==> config.mk <==
export PLATFORM = sky130hd
export DESIGN_NAME = kinase_valve_sequencer
export DESIGN_NICKNAME = d
export VERILOG_FILES = /design/src/rtl/kinase_seq_pkg.sv /design/src/rtl/pump_phase_gen.sv /design/src/rtl/kinase_valve_sequencer.sv
export SDC_FILE = /design/constraint.sdc
export NUM_CORES = 1
export LEC_CHECK = 0
export CORE_ASPECT_RATIO = 0.6
export CORE_MARGIN = 2
export CORE_UTILIZATION = 53
export CTS_CLUSTER_SIZE = 40
export DETAILED_ROUTE_END_ITERATION = 10
export PLACE_DENSITY = 0.8
export SLEW_MARGIN = 20
export SYNTH_ARGS = -nofsm -noshare
export SYNTH_HDL_FRONTEND = slang
export SYNTH_SLANG_ARGS = --single-unit
==> constraint.sdc <==
create_clock -name clk -period 2.55 [get_ports clk]
set_input_delay 0.3825 -clock clk [delete_from_list [all_inputs] [get_ports clk]]
set_output_delay 0.3825 -clock clk [all_outputs]
set_load 0.01 [all_outputs]
==> src/rtl/kinase_seq_pkg.sv <==
// Shared types, constants and pump phase pattern tables for the kinase valve sequencer.
package kinase_seq_pkg;

  typedef enum logic [1:0] {
    ST_IDLE   = 2'd0,
    ST_SETTLE = 2'd1,
    ST_PUMP   = 2'd2,
    ST_DONE   = 2'd3
  } state_t;

  localparam int unsigned N_PHASE = 6;
  localparam int unsigned PHASE_W = 3;

  // Bit positions within cmd_pump_sel
  localparam int unsigned SEL_A = 0;
  localparam int unsigned SEL_B = 1;

  // Three-valve peristaltic pattern for pump A
  function automatic logic [2:0] pump_a_pat(input logic [PHASE_W-1:0] ph);
    logic [2:0] pat;
    pat = 3'b000;
    case (ph)
      3'd0:    pat = 3'b100;
      3'd1:    pat = 3'b110;
      3'd2:    pat = 3'b010;
      3'd3:    pat = 3'b011;
      3'd4:    pat = 3'b001;
      3'd5:    pat = 3'b101;
      default: pat = 3'b000;
    endcase
    return pat;
  endfunction

  // Two-valve pattern for pump B
  function automatic logic [1:0] pump_b_pat(input logic [PHASE_W-1:0] ph);
    logic [1:0] pat;
    pat = 2'b00;
    case (ph)
      3'd0:    pat = 2'b10;
      3'd1:    pat = 2'b11;
      3'd2:    pat = 2'b01;
      3'd3:    pat = 2'b01;
      3'd4:    pat = 2'b11;
      3'd5:    pat = 2'b10;
      default: pat = 2'b00;
    endcase
    return pat;
  endfunction

endpackage

==> src/rtl/pump_phase_gen.sv <==
// Phase divider, six-phase counter and remaining-cycle counter for the pumps.
// phase reports the phase to present on the next clock; cycle_done flags the
// clock on which the final 5->0 wrap happens.
module pump_phase_gen
  import kinase_seq_pkg::*;
#(
  parameter int unsigned CNT_W = 12,
  parameter int unsigned DIV_W = 16
) (
  input  logic               clk,
  input  logic               rst_n,
  input  logic               start,
  input  logic               clear,
  input  logic [DIV_W-1:0]   div,
  input  logic [CNT_W-1:0]   cycles,
  output logic [PHASE_W-1:0] phase,
  output logic               cycle_done
);

  logic [DIV_W-1:0]   div_cnt;
  logic [PHASE_W-1:0] phase_q;
  logic [CNT_W-1:0]   remaining;
  logic               active;
  logic               wrap;
  logic               last_phase;

  // Next-phase lookahead so the parent can register pad levels without lag
  always_comb begin
    wrap       = active && (div_cnt == div);
    last_phase = (phase_q == PHASE_W'(N_PHASE - 1));
    cycle_done = wrap && last_phase && (remaining == CNT_W'(1));
    phase      = phase_q;
    if (start) begin
      phase = '0;
    end else if (wrap) begin
      phase = last_phase ? '0 : phase_q + PHASE_W'(1);
    end
  end

  // Divider, phase and cycle counters; div is live so a change hits the next division
  always_ff @(posedge clk or negedge rst_n) begin
    if (!rst_n) begin
      div_cnt   <= '0;
      phase_q   <= '0;
      remaining <= '0;
      active    <= 1'b0;
    end else if (clear) begin
      div_cnt   <= '0;
      phase_q   <= '0;
      remaining <= '0;
      active    <= 1'b0;
    end else if (start) begin
      div_cnt   <= '0;
      phase_q   <= '0;
      remaining <= cycles;
      active    <= 1'b1;
    end else if (active) begin
      if (wrap) begin
        div_cnt <= '0;
        phase_q <= phase;
        if (last_phase) begin
          remaining <= remaining - CNT_W'(1);
        end
        if (cycle_done) begin
          active <= 1'b0;
        end
      end else begin
        div_cnt <= div_cnt + DIV_W'(1);
      end
    end
  end

endmodule

==> src/rtl/kinase_valve_sequencer.sv <==
// Step sequencer driving the kinase_activity_pads control pads:
// valve pattern -> settle -> N peristaltic pump cycles -> done.
module kinase_valve_sequencer
  import kinase_seq_pkg::*;
#(
  parameter int unsigned N_CTRL_A      = 13,
  parameter int unsigned N_CTRL_S      = 4,
  parameter int unsigned CNT_W         = 12,
  parameter int unsigned DIV_W         = 16,
  parameter int unsigned SETTLE_CYCLES = 1000
) (
  input  logic                clk,
  input  logic                rst_n,
  input  logic                cmd_valid,
  output logic                cmd_ready,
  input  logic [N_CTRL_A-1:0] cmd_ctrl_a,
  input  logic [N_CTRL_S-1:0] cmd_ctrl_s,
  input  logic [1:0]          cmd_pump_sel,
  input  logic [CNT_W-1:0]    cmd_cycles,
  input  logic [DIV_W-1:0]    cfg_phase_div,
  input  logic                abort,
  output logic [N_CTRL_A-1:0] ctrl_a,
  output logic [N_CTRL_S-1:0] ctrl_s,
  output logic [2:0]          pump_a,
  output logic [1:0]          pump_b,
  output logic                busy,
  output logic                step_done,
  output logic                aborted
);

  localparam int unsigned SET_W = (SETTLE_CYCLES > 1) ? $clog2(SETTLE_CYCLES) : 1;

  state_t             state;
  logic [SET_W-1:0]   settle_cnt;
  logic [1:0]         sel_q;
  logic [CNT_W-1:0]   cycles_q;
  logic               accept;
  logic               run_pump;
  logic               pg_start;
  logic               pg_clear;
  logic [PHASE_W-1:0] pg_phase;
  logic               pg_done;
  logic [2:0]         pump_a_nxt;
  logic [1:0]         pump_b_nxt;

  // Handshake follows abort in the same cycle, so it is decoded from state rather than registered
  assign cmd_ready = (state == ST_IDLE) && !abort;

  // Step control decode and masked pad patterns for the next clock
  always_comb begin
    accept     = cmd_valid && cmd_ready;
    run_pump   = (sel_q != 2'b00) && (cycles_q != '0);
    pg_start   = (state == ST_SETTLE) && (settle_cnt == '0) && run_pump && !abort;
    pg_clear   = abort || (state == ST_IDLE);
    pump_a_nxt = sel_q[SEL_A] ? pump_a_pat(pg_phase) : 3'b000;
    pump_b_nxt = sel_q[SEL_B] ? pump_b_pat(pg_phase) : 2'b00;
  end

  pump_phase_gen #(
    .CNT_W (CNT_W),
    .DIV_W (DIV_W)
  ) u_phase_gen (
    .clk        (clk),
    .rst_n      (rst_n),
    .start      (pg_start),
    .clear      (pg_clear),
    .div        (cfg_phase_div),
    .cycles     (cycles_q),
    .phase      (pg_phase),
    .cycle_done (pg_done)
  );

  // Sequencer FSM with registered pad and status outputs
  always_ff @(posedge clk or negedge rst_n) begin
    if (!rst_n) begin
      state      <= ST_IDLE;
      settle_cnt <= '0;
      sel_q      <= '0;
      cycles_q   <= '0;
      ctrl_a     <= '0;
      ctrl_s     <= '0;
      pump_a     <= '0;
      pump_b     <= '0;
      busy       <= 1'b0;
      step_done  <= 1'b0;
      aborted    <= 1'b0;
    end else begin
      step_done <= 1'b0;
      aborted   <= 1'b0;
      case (state)
        ST_IDLE: begin
          pump_a <= '0;
          pump_b <= '0;
          if (accept) begin
            ctrl_a     <= cmd_ctrl_a;
            ctrl_s     <= cmd_ctrl_s;
            sel_q      <= cmd_pump_sel;
            cycles_q   <= cmd_cycles;
            settle_cnt <= SET_W'(SETTLE_CYCLES - 1);
            busy       <= 1'b1;
            state      <= ST_SETTLE;
          end
        end
        ST_SETTLE: begin
          if (abort) begin
            state   <= ST_IDLE;
            busy    <= 1'b0;
            aborted <= 1'b1;
          end else if (settle_cnt == '0) begin
            if (run_pump) begin
              pump_a <= pump_a_nxt;
              pump_b <= pump_b_nxt;
              state  <= ST_PUMP;
            end else begin
              step_done <= 1'b1;
              state     <= ST_DONE;
            end
          end else begin
            settle_cnt <= settle_cnt - SET_W'(1);
          end
        end
        ST_PUMP: begin
          if (abort) begin
            pump_a  <= '0;
            pump_b  <= '0;
            state   <= ST_IDLE;
            busy    <= 1'b0;
            aborted <= 1'b1;
          end else if (pg_done) begin
            pump_a    <= '0;
            pump_b    <= '0;
            step_done <= 1'b1;
            state     <= ST_DONE;
          end else begin
            pump_a <= pump_a_nxt;
            pump_b <= pump_b_nxt;
          end
        end
        ST_DONE: begin
          pump_a  <= '0;
          pump_b  <= '0;
          busy    <= 1'b0;
          aborted <= abort;
          state   <= ST_IDLE;
        end
        default: begin
          state <= ST_IDLE;
          busy  <= 1'b0;
        end
      endcase
    end
  end

endmodule

==> flow_summary.yaml, run 1 <==
status:
  status: "complete, no violations"
global_route:
  antenna_found_initial: 0
  grt_max_degree: 46
  grt_overflow: 0
  grt_pass1_wl_um: 18300
  grt_pass1_vias: 3466
  groute.usage.overall: 0.268
setup_path:
  r2r-start: "cycles_q[3]"
  reg2reg_slack_ns: 0.16
  reg2regPathDepth: 7
  cp_max_fo: 18
  path_cells: "clkdlybuf4s50_1 -> xor2_1 -> nor4_1 -> nand3_1 -> buf_4 -> or2_1 -> o211a_1 -> a32o_1"
  critPathMaxStageDelay_ns: 0.42
  worstReg2RegEnd: "u_phase_gen.div_cnt[4]"
  cp.required_ns: 2.78
  cp-end-kind: "flip-flop"
  criticalPathCategory: "input pin to flip-flop"
  crit_slowest_cell: "clkdlybuf4s50_1"
  critPathLaunchType: "input pin"
  crit_arrival_ns: 2.63
sta:
  drv_slew: 0
  worst_pin_slew_ns: 0.667
  hold_viol: 0
  maxSlewHeadroom: 0.553
  setup_violations: 0
  hold_slack_ns: 0.00919
  skew_ns: 0.00682
  period_minus_slack_ns: 2.40
  fin_crit_sh: 0.942
  rsz0062_at_grt: "false"
  max_freq_mhz: 416
cts:
  cts_root_buf: "clkbuf_16"
  cts_resized: 0
  clock_path_buffers: 2
  numCtsBuffers: 9
  cts_setup_buffers: 0
  ctsHoldBuffers: 0
  cts_tree: "yes"
  clk_pin_slew_ns: 0.06
  cts.sinks: 83
  insertion_delay_ns: 0.34
  cts-htree-levels: 3
floorplanning:
  die_y_um: 74.3
  rows: 25
  chipWidth_um: 121
  core_um2: 7950
  die-area_um2: 9010
  start_util: 0.550
  num_io_pins: 77
drt:
  viasPerCell: 5.60
  drt.antenna.violating_nets: 0
  drc: 0
  drt_pass1_iterations: 5
  drt-total-wl_um: 11100
  vias: 3526
  wl_per_cell_um: 17.7
  drt_iter0_markers: 368
place:
  port_buffers: 76
  hpwl_um: 8090
  place_area_um2: 5440
  place.gp.congestion: 0.869
yosys:
  yosys.area_share.adder: 0.0258
  synth_ff_type: "dfrtp_1"
  synth-xor-area-share: 0.0882
  synth-edff-count: 0
  synth_compound_area_frac: 0.0928
  syn_inst: 419
  synth_seq_cells: 83
  async_flop_share: 1.00
  muxShareOfSynthArea: 0.0920
  synth-simple-area-share: 0.200
  syn_area_um2: 4370
  yosys_warnings: 0
  synth_fp_nets: 479
  yosysUniqueCellTypes: 54
  yosysSeqAreaShare: 0.476
  synth_top_family_by_area: "simple AND/OR/NAND/NOR gates"
  syn_avg_cell_area_um2: 10.4
cells_and_area:
  final_nets: 577
  area_growth_pct: 30.9
  multi_input_area_um2: 2180
  final_area_um2: 5720
  layout_commonest_cell: "dfrtp_1"
  final_util: 0.720
  nFillCells: 587
  n_antenna_cell: 0
  final_cell_mix: "dfrtp_1 (83), clkdlybuf4s50_1 (75), nand2_1 (32)"
  regArea_um2: 2080
  drive_gt1_frac: 0.107
run:
  max-cap-violations: 0
power:
  p_clk_frac: 0.255
  leakage_uw: 0.00233
  combinationalPowerShare: 0.346
  p_int_uw: 3230
  peakVddDrop_v: 0.000633
  sw_frac_of_total: 0.324
  seqPwrFrac: 0.398
  power.net_switching_uw: 1550
  power_density_nw_per_um2: 835
hold_path:
  worstHoldPathType: "input pin to asynchronous set/reset pin"
-- worst max-delay path: cells and delay by family --
kind	cells	cell delay, ns
buf+inv	2	0.67
simple gates	3	0.89
xor+xnor	1	0.16
compound gates	2	0.52
-- synth_stat cells, types with 2 or more instances --
cell,number,share of area
and4_1,2,0.0040
xnor2_1,28,0.056
nor4_4,2,0.0097
xor2_1,16,0.032
o21ai_1,17,0.019
nor3b_1,4,0.0069
nand3_1,10,0.011
nand4_1,9,0.013
mux2_1,31,0.080
or4_1,4,0.0069
a21oi_1,15,0.017
clkbuf_1,12,0.010
nor4_1,18,0.026
o211ai_1,3,0.0052
nor2_1,30,0.026
buf_2,4,0.0046
a2bb2oi_1,2,0.0040
a31oi_1,4,0.0057
and3_1,5,0.0072
ha_1,9,0.026
dfrtp_1,83,0.48
nor3_1,14,0.016
inv_1,11,0.0095
nor4b_1,2,0.0040
mux2i_1,3,0.0069
nor2b_1,4,0.0057
mux2_2,2,0.0052
or2_2,2,0.0029
nand2b_1,6,0.0086
o31ai_1,5,0.0086
nand2_1,32,0.028
nand3b_1,2,0.0034
o21ai_0,2,0.0023
or3_1,5,0.0072
and2_1,2,0.0029
-- layer usage --
metal	global-route usage	part of all wire
met1	0.403	0.49
met3	0.0943	0.074
met2	0.387	0.43
met5	0	0
met4	0.0307	0.0022
-- flip-flops by register name (all words and copies together), names as in the netlist, 2 cells and up --
signal and flops:
settle_cnt 10, u_phase_gen.div_cnt 16, ctrl_s 4, cycles_q 12, u_phase_gen.phase_q 3, u_phase_gen.remaining 12, pump_b 2, state 2
ctrl_a 13, sel_q 2, pump_a 3
-- power by group through the flow --
stage / Clock, µW / Combinational (µW) / Sequential (µW)
floorplan: 0 / 771 / 1940
global placement: 0 / 1590 / 1900
CTS: 1230 / 1660 / 1900
finish: 1220 / 1650 / 1900
global route: 1290 / 1800 / 1950
detailed placement: 0 / 1650 / 1910
-- cells by family after synthesis --
family / after synthesis
AND/OR/NAND/NOR: 158
flip-flops: 83
AO/OA/AOI/OAI: 60
XOR/XNOR: 44
multiplexers: 36
buffers and inverters: 29
adder cells (fa/ha/maj): 9
-- final cells by class --
| class | count | area share |
|---|---|---|
| Clock buffer | 11 | 0.0442 |
| Clock inverter | 5 | 0.00482 |
| Inverter | 13 | 0.00854 |
| Multi-Input combinational cell | 307 | 0.381 |
| Sequential cell | 83 | 0.363 |
| Tap cell | 108 | 0.0236 |
| Timing Repair Buffer | 103 | 0.175 |
-- worst max path at each step --
| stage | slack, ns | end | cells past startpoint | start |
|---|---|---|---|---|
| 4_1_cts | 0.14 | pump_b[0] | 8 | cfg_phase_div[8] |
| 3_3_place_gp | -0.13 | state[1] | 7 | cfg_phase_div[8] |
| 3_5_place_dp | -0.22 | state[1] | 7 | cfg_phase_div[8] |
| 2_1_floorplan | 0.31 | u_phase_gen.div_cnt[15] | 8 | settle_cnt[0] |
| 6_report | 0.15 | pump_b[0] | 8 | cfg_phase_div[8] |
| 5_1_grt | 0.01 | pump_b[0] | 7 | u_phase_gen.div_cnt[5] |
-- per-stage QoR --
stage	cells	setup slack, ns	setup TNS, ns	total power [µW]
after floorplan	419	0.310	0	2710
after global placement	614	-0.127	-0.639	3490
after detailed placement	614	-0.221	-2.74	3560
final	630	0.148	0	4770
after global routing	630	0.0125	0	5040
after CTS	630	0.144	0	4790
Note: power is estimated with default switching activity, not from simulation.
==> inputs of run 2 (changes only) <==
- ABC_AREA: default -> 1
- CORE_UTILIZATION: 53 -> 54
- CTS_CLUSTER_SIZE: 40 -> default
==> run 2 against run 1 <==
Compared with the run above:
- largest power group is now combinational logic
- critical path depth is 3 lower
- highest routed layer unchanged
- the run now ends with negative hold slack left
- synthesized area is 9.4% higher
- largest cell class unchanged
- critical endpoint is now cmd_ready
- via count is 32% higher
- synthesized cell count is 58% higher
==> flow_summary.yaml, run 2 <==
setup_path:
  crit_family: "buffers and inverters"
  cp-startpoint: "state[1]"
  worst-path-buf-inv: 3
  cp_max_fo: 4
  cp-end-kind: "primary output"
  crit_arrival_ns: 1.92
  reg2regPathDepth: 12
  crit_slowest_cell: "clkdlybuf4s50_1"
  r2r-start: "state[1]"
  crit_cells: 5
  critPathMaxStageDelay_ns: 0.56
  cp.required_ns: 2.17
  critPathLaunchType: "flip-flop"
  criticalPathCategory: "flip-flop to primary output"
  path_cells: "inv_1 -> ha_1 -> inv_2 -> nor2_4 -> clkdlybuf4s50_1"
cts:
  insertion_delay_ns: 0.34
  cts_resized: 0
  cts_setup_buffers: 0
  cts.sinks: 83
  cts_tree: "yes"
  clock_path_buffers: 2
  ctsHoldBuffers: 0
  numCtsBuffers: 9
  cts-htree-levels: 3
  cts_root_buf: "clkbuf_16"
  clk_pin_slew_ns: 0.06
yosys:
  netlist.top_cell.by_area: "dfrtp_1"
  synth-edff-count: 0
  synthMostInstantiatedCell: "nand2_1"
  synth_area_leaders: "dfrtp_1 (43%), nand2_1 (17%), inv_1 (6.2%), nor2_1 (4.9%), nand3_1 (3.5%)"
  synth_seq_cells: 83
  yosysSeqAreaShare: 0.435
  synth_fp_nets: 722
  syn_inst: 662
  synth_ff_type: "dfrtp_1"
  yosysUniqueCellTypes: 32
  syn_area_um2: 4780
  synthTopCellsByCount: "nand2_1 (212), dfrtp_1 (83), inv_1 (79), nor2_1 (62), nand3_1 (33)"
  async_flop_share: 1.00
  syn_avg_cell_area_um2: 7.22
  yosys_warnings: 0
  synth_top_area_share: 0.435
floorplanning:
  num_io_pins: 77
  die_y_um: 76.9
  chipWidth_um: 125
  start_util: 0.559
  die-area_um2: 9640
  core_um2: 8560
  rows: 26
place:
  place_area_um2: 5670
  place.gp.congestion: 0.937
  place_ws_ns: 0.155
  hpwl_um: 9270
  port_buffers: 76
drt:
  drt-total-wl_um: 12500
  drt.antenna.violating_nets: 0
  vias: 4656
  viasPerCell: 5.41
  wl_per_cell_um: 14.5
  drt_pass1_iterations: 5
  drc: 0
  drt_iter0_markers: 430
sta:
  maxSlewHeadroom: 0.670
  max_freq_mhz: 434
  skew_ns: 0.00816
  worst_pin_slew_ns: 0.495
  setup_slack_ns: 0.245
  setup_violations: 0
  tns_ns: 0
  hold_viol: 4
  period_minus_slack_ns: 2.31
  hold_slack_ns: -0.00736
  drv_slew: 0
  fin_crit_sh: 0.904
  rsz0062_at_grt: "false"
global_route:
  groute.usage.overall: 0.266
  grt_overflow: 0
  grt_pass1_wl_um: 20700
  antenna_found_initial: 0
  grt_pass1_vias: 4321
  grt_max_degree: 49
cells_and_area:
  final_area_um2: 5970
  reg.largest.list: "u_phase_gen.div_cnt (16), ctrl_a (13)"
  area_growth_pct: 24.9
  n_antenna_cell: 0
  largest_reg_flops: 16
  top_register: "u_phase_gen.div_cnt"
  layout_commonest_cell: "nand2_1"
  drive_gt1_frac: 0.0841
  final_cell_mix: "nand2_1 (212), dfrtp_1 (83), inv_1 (79)"
  final_nets: 804
run:
  max-cap-violations: 0
hold_path:
  worstHoldPathType: "input pin to asynchronous set/reset pin"
power:
  power.total_uw: 5690
  leakage_uw: 0.00289
  peakVddDrop_v: 0.000443
  power_density_nw_per_um2: 954
status:
  violations: "negative hold slack"
  status: "finished, violations left"
-- run 2: cell count changes in the layout (fill, tap and decap cells not counted), moves of 8 or more --
cell / before / now
o22ai_1: 0 / 8
nand2_1: 32 / 212
inv_2: 1 / 16
mux2_1: 31 / 0
nand4_1: 9 / 21
nor4_1: 18 / 2
inv_1: 11 / 79
o21ai_0: 2 / 29
nand3_1: 10 / 33
buf_4: 25 / 7
nor2_1: 30 / 62
xnor2_1: 28 / 1
-- run 2: cell families (layout without fill, tap and decap cells) --
group / count (synthesis) / in the layout / synth area share
AO/OA/AOI/OAI: 83 / 83 / 0.0924
adder cells (fa/ha/maj): 9 / 9 / 0.0236
XOR/XNOR: 10 / 10 / 0.0183
AND/OR/NAND/NOR: 368 / 368 / 0.339
buffers and inverters: 109 / 196 / 0.0921
flip-flops: 83 / 83 / 0.435
-- run 2: layout make-up --
| type | count | area (µm²) |
|---|---|---|
| flip-flops and latches | 83 | 2080 |
| multi-input cells | 470 | 2260 |
| repair buffers | 83 | 823 |
| clock buffers | 9 | 225 |
| fillers | 691 | 2590 |
| clock inverters | 7 | 76.3 |
| inverters | 97 | 364 |
| well taps | 112 | 140 |
-- run 2: through the flow --
step / utilization / instances / hold slack, ns
after floorplan: - / 662 / 0.0869
after global placement: 0.662 / 845 / 0.380
after detailed placement: 0.662 / 845 / 0.382
after CTS: 0.698 / 861 / 0.0177
after global routing: 0.698 / 861 / 0.0285
final: 0.698 / 861 / -0.00736
-- run 2: layer usage --
layer	wire length, µm	vias up	global-route usage
met2	5410	183	0.392
met1	5990	2184	0.399
met3	954	20	0.0565
met4	141	0	0.0678
met5	0	-	0
li1	-	2269	-
-- run 2: worst paths after layout --
kind / endpoint / slack [ns]
max: cmd_ready / 0.24
min: u_phase_gen.div_cnt[14] / -0.007
max reg2reg: settle_cnt[6] / 0.31
min reg2reg: ctrl_a[8] / 0.48
max in group asynchronous: cycles_q[11] / 1.94
min in group clk: ctrl_a[8] / 0.48
-- run 2: worst register-to-register path, cell delays in order (launching register included) --
cell and delay (ns):
dfrtp_1 0.41, inv_1 0.13, ha_1 0.30, inv_2 0.08, nor2_4 0.10, nand2_2 0.10
nor2_4 0.18, inv_2 0.09, nand2_4 0.12, nand4_2 0.14, nor2_2 0.18, xnor2_1 0.18
nand2_1 0.09
-- run 2: where the power goes --
part	switching, µW	leakage, µW	internal (µW)
clock	561	0.000148	767
combinational	1430	0.00168	982
sequential	252	0.00106	1700
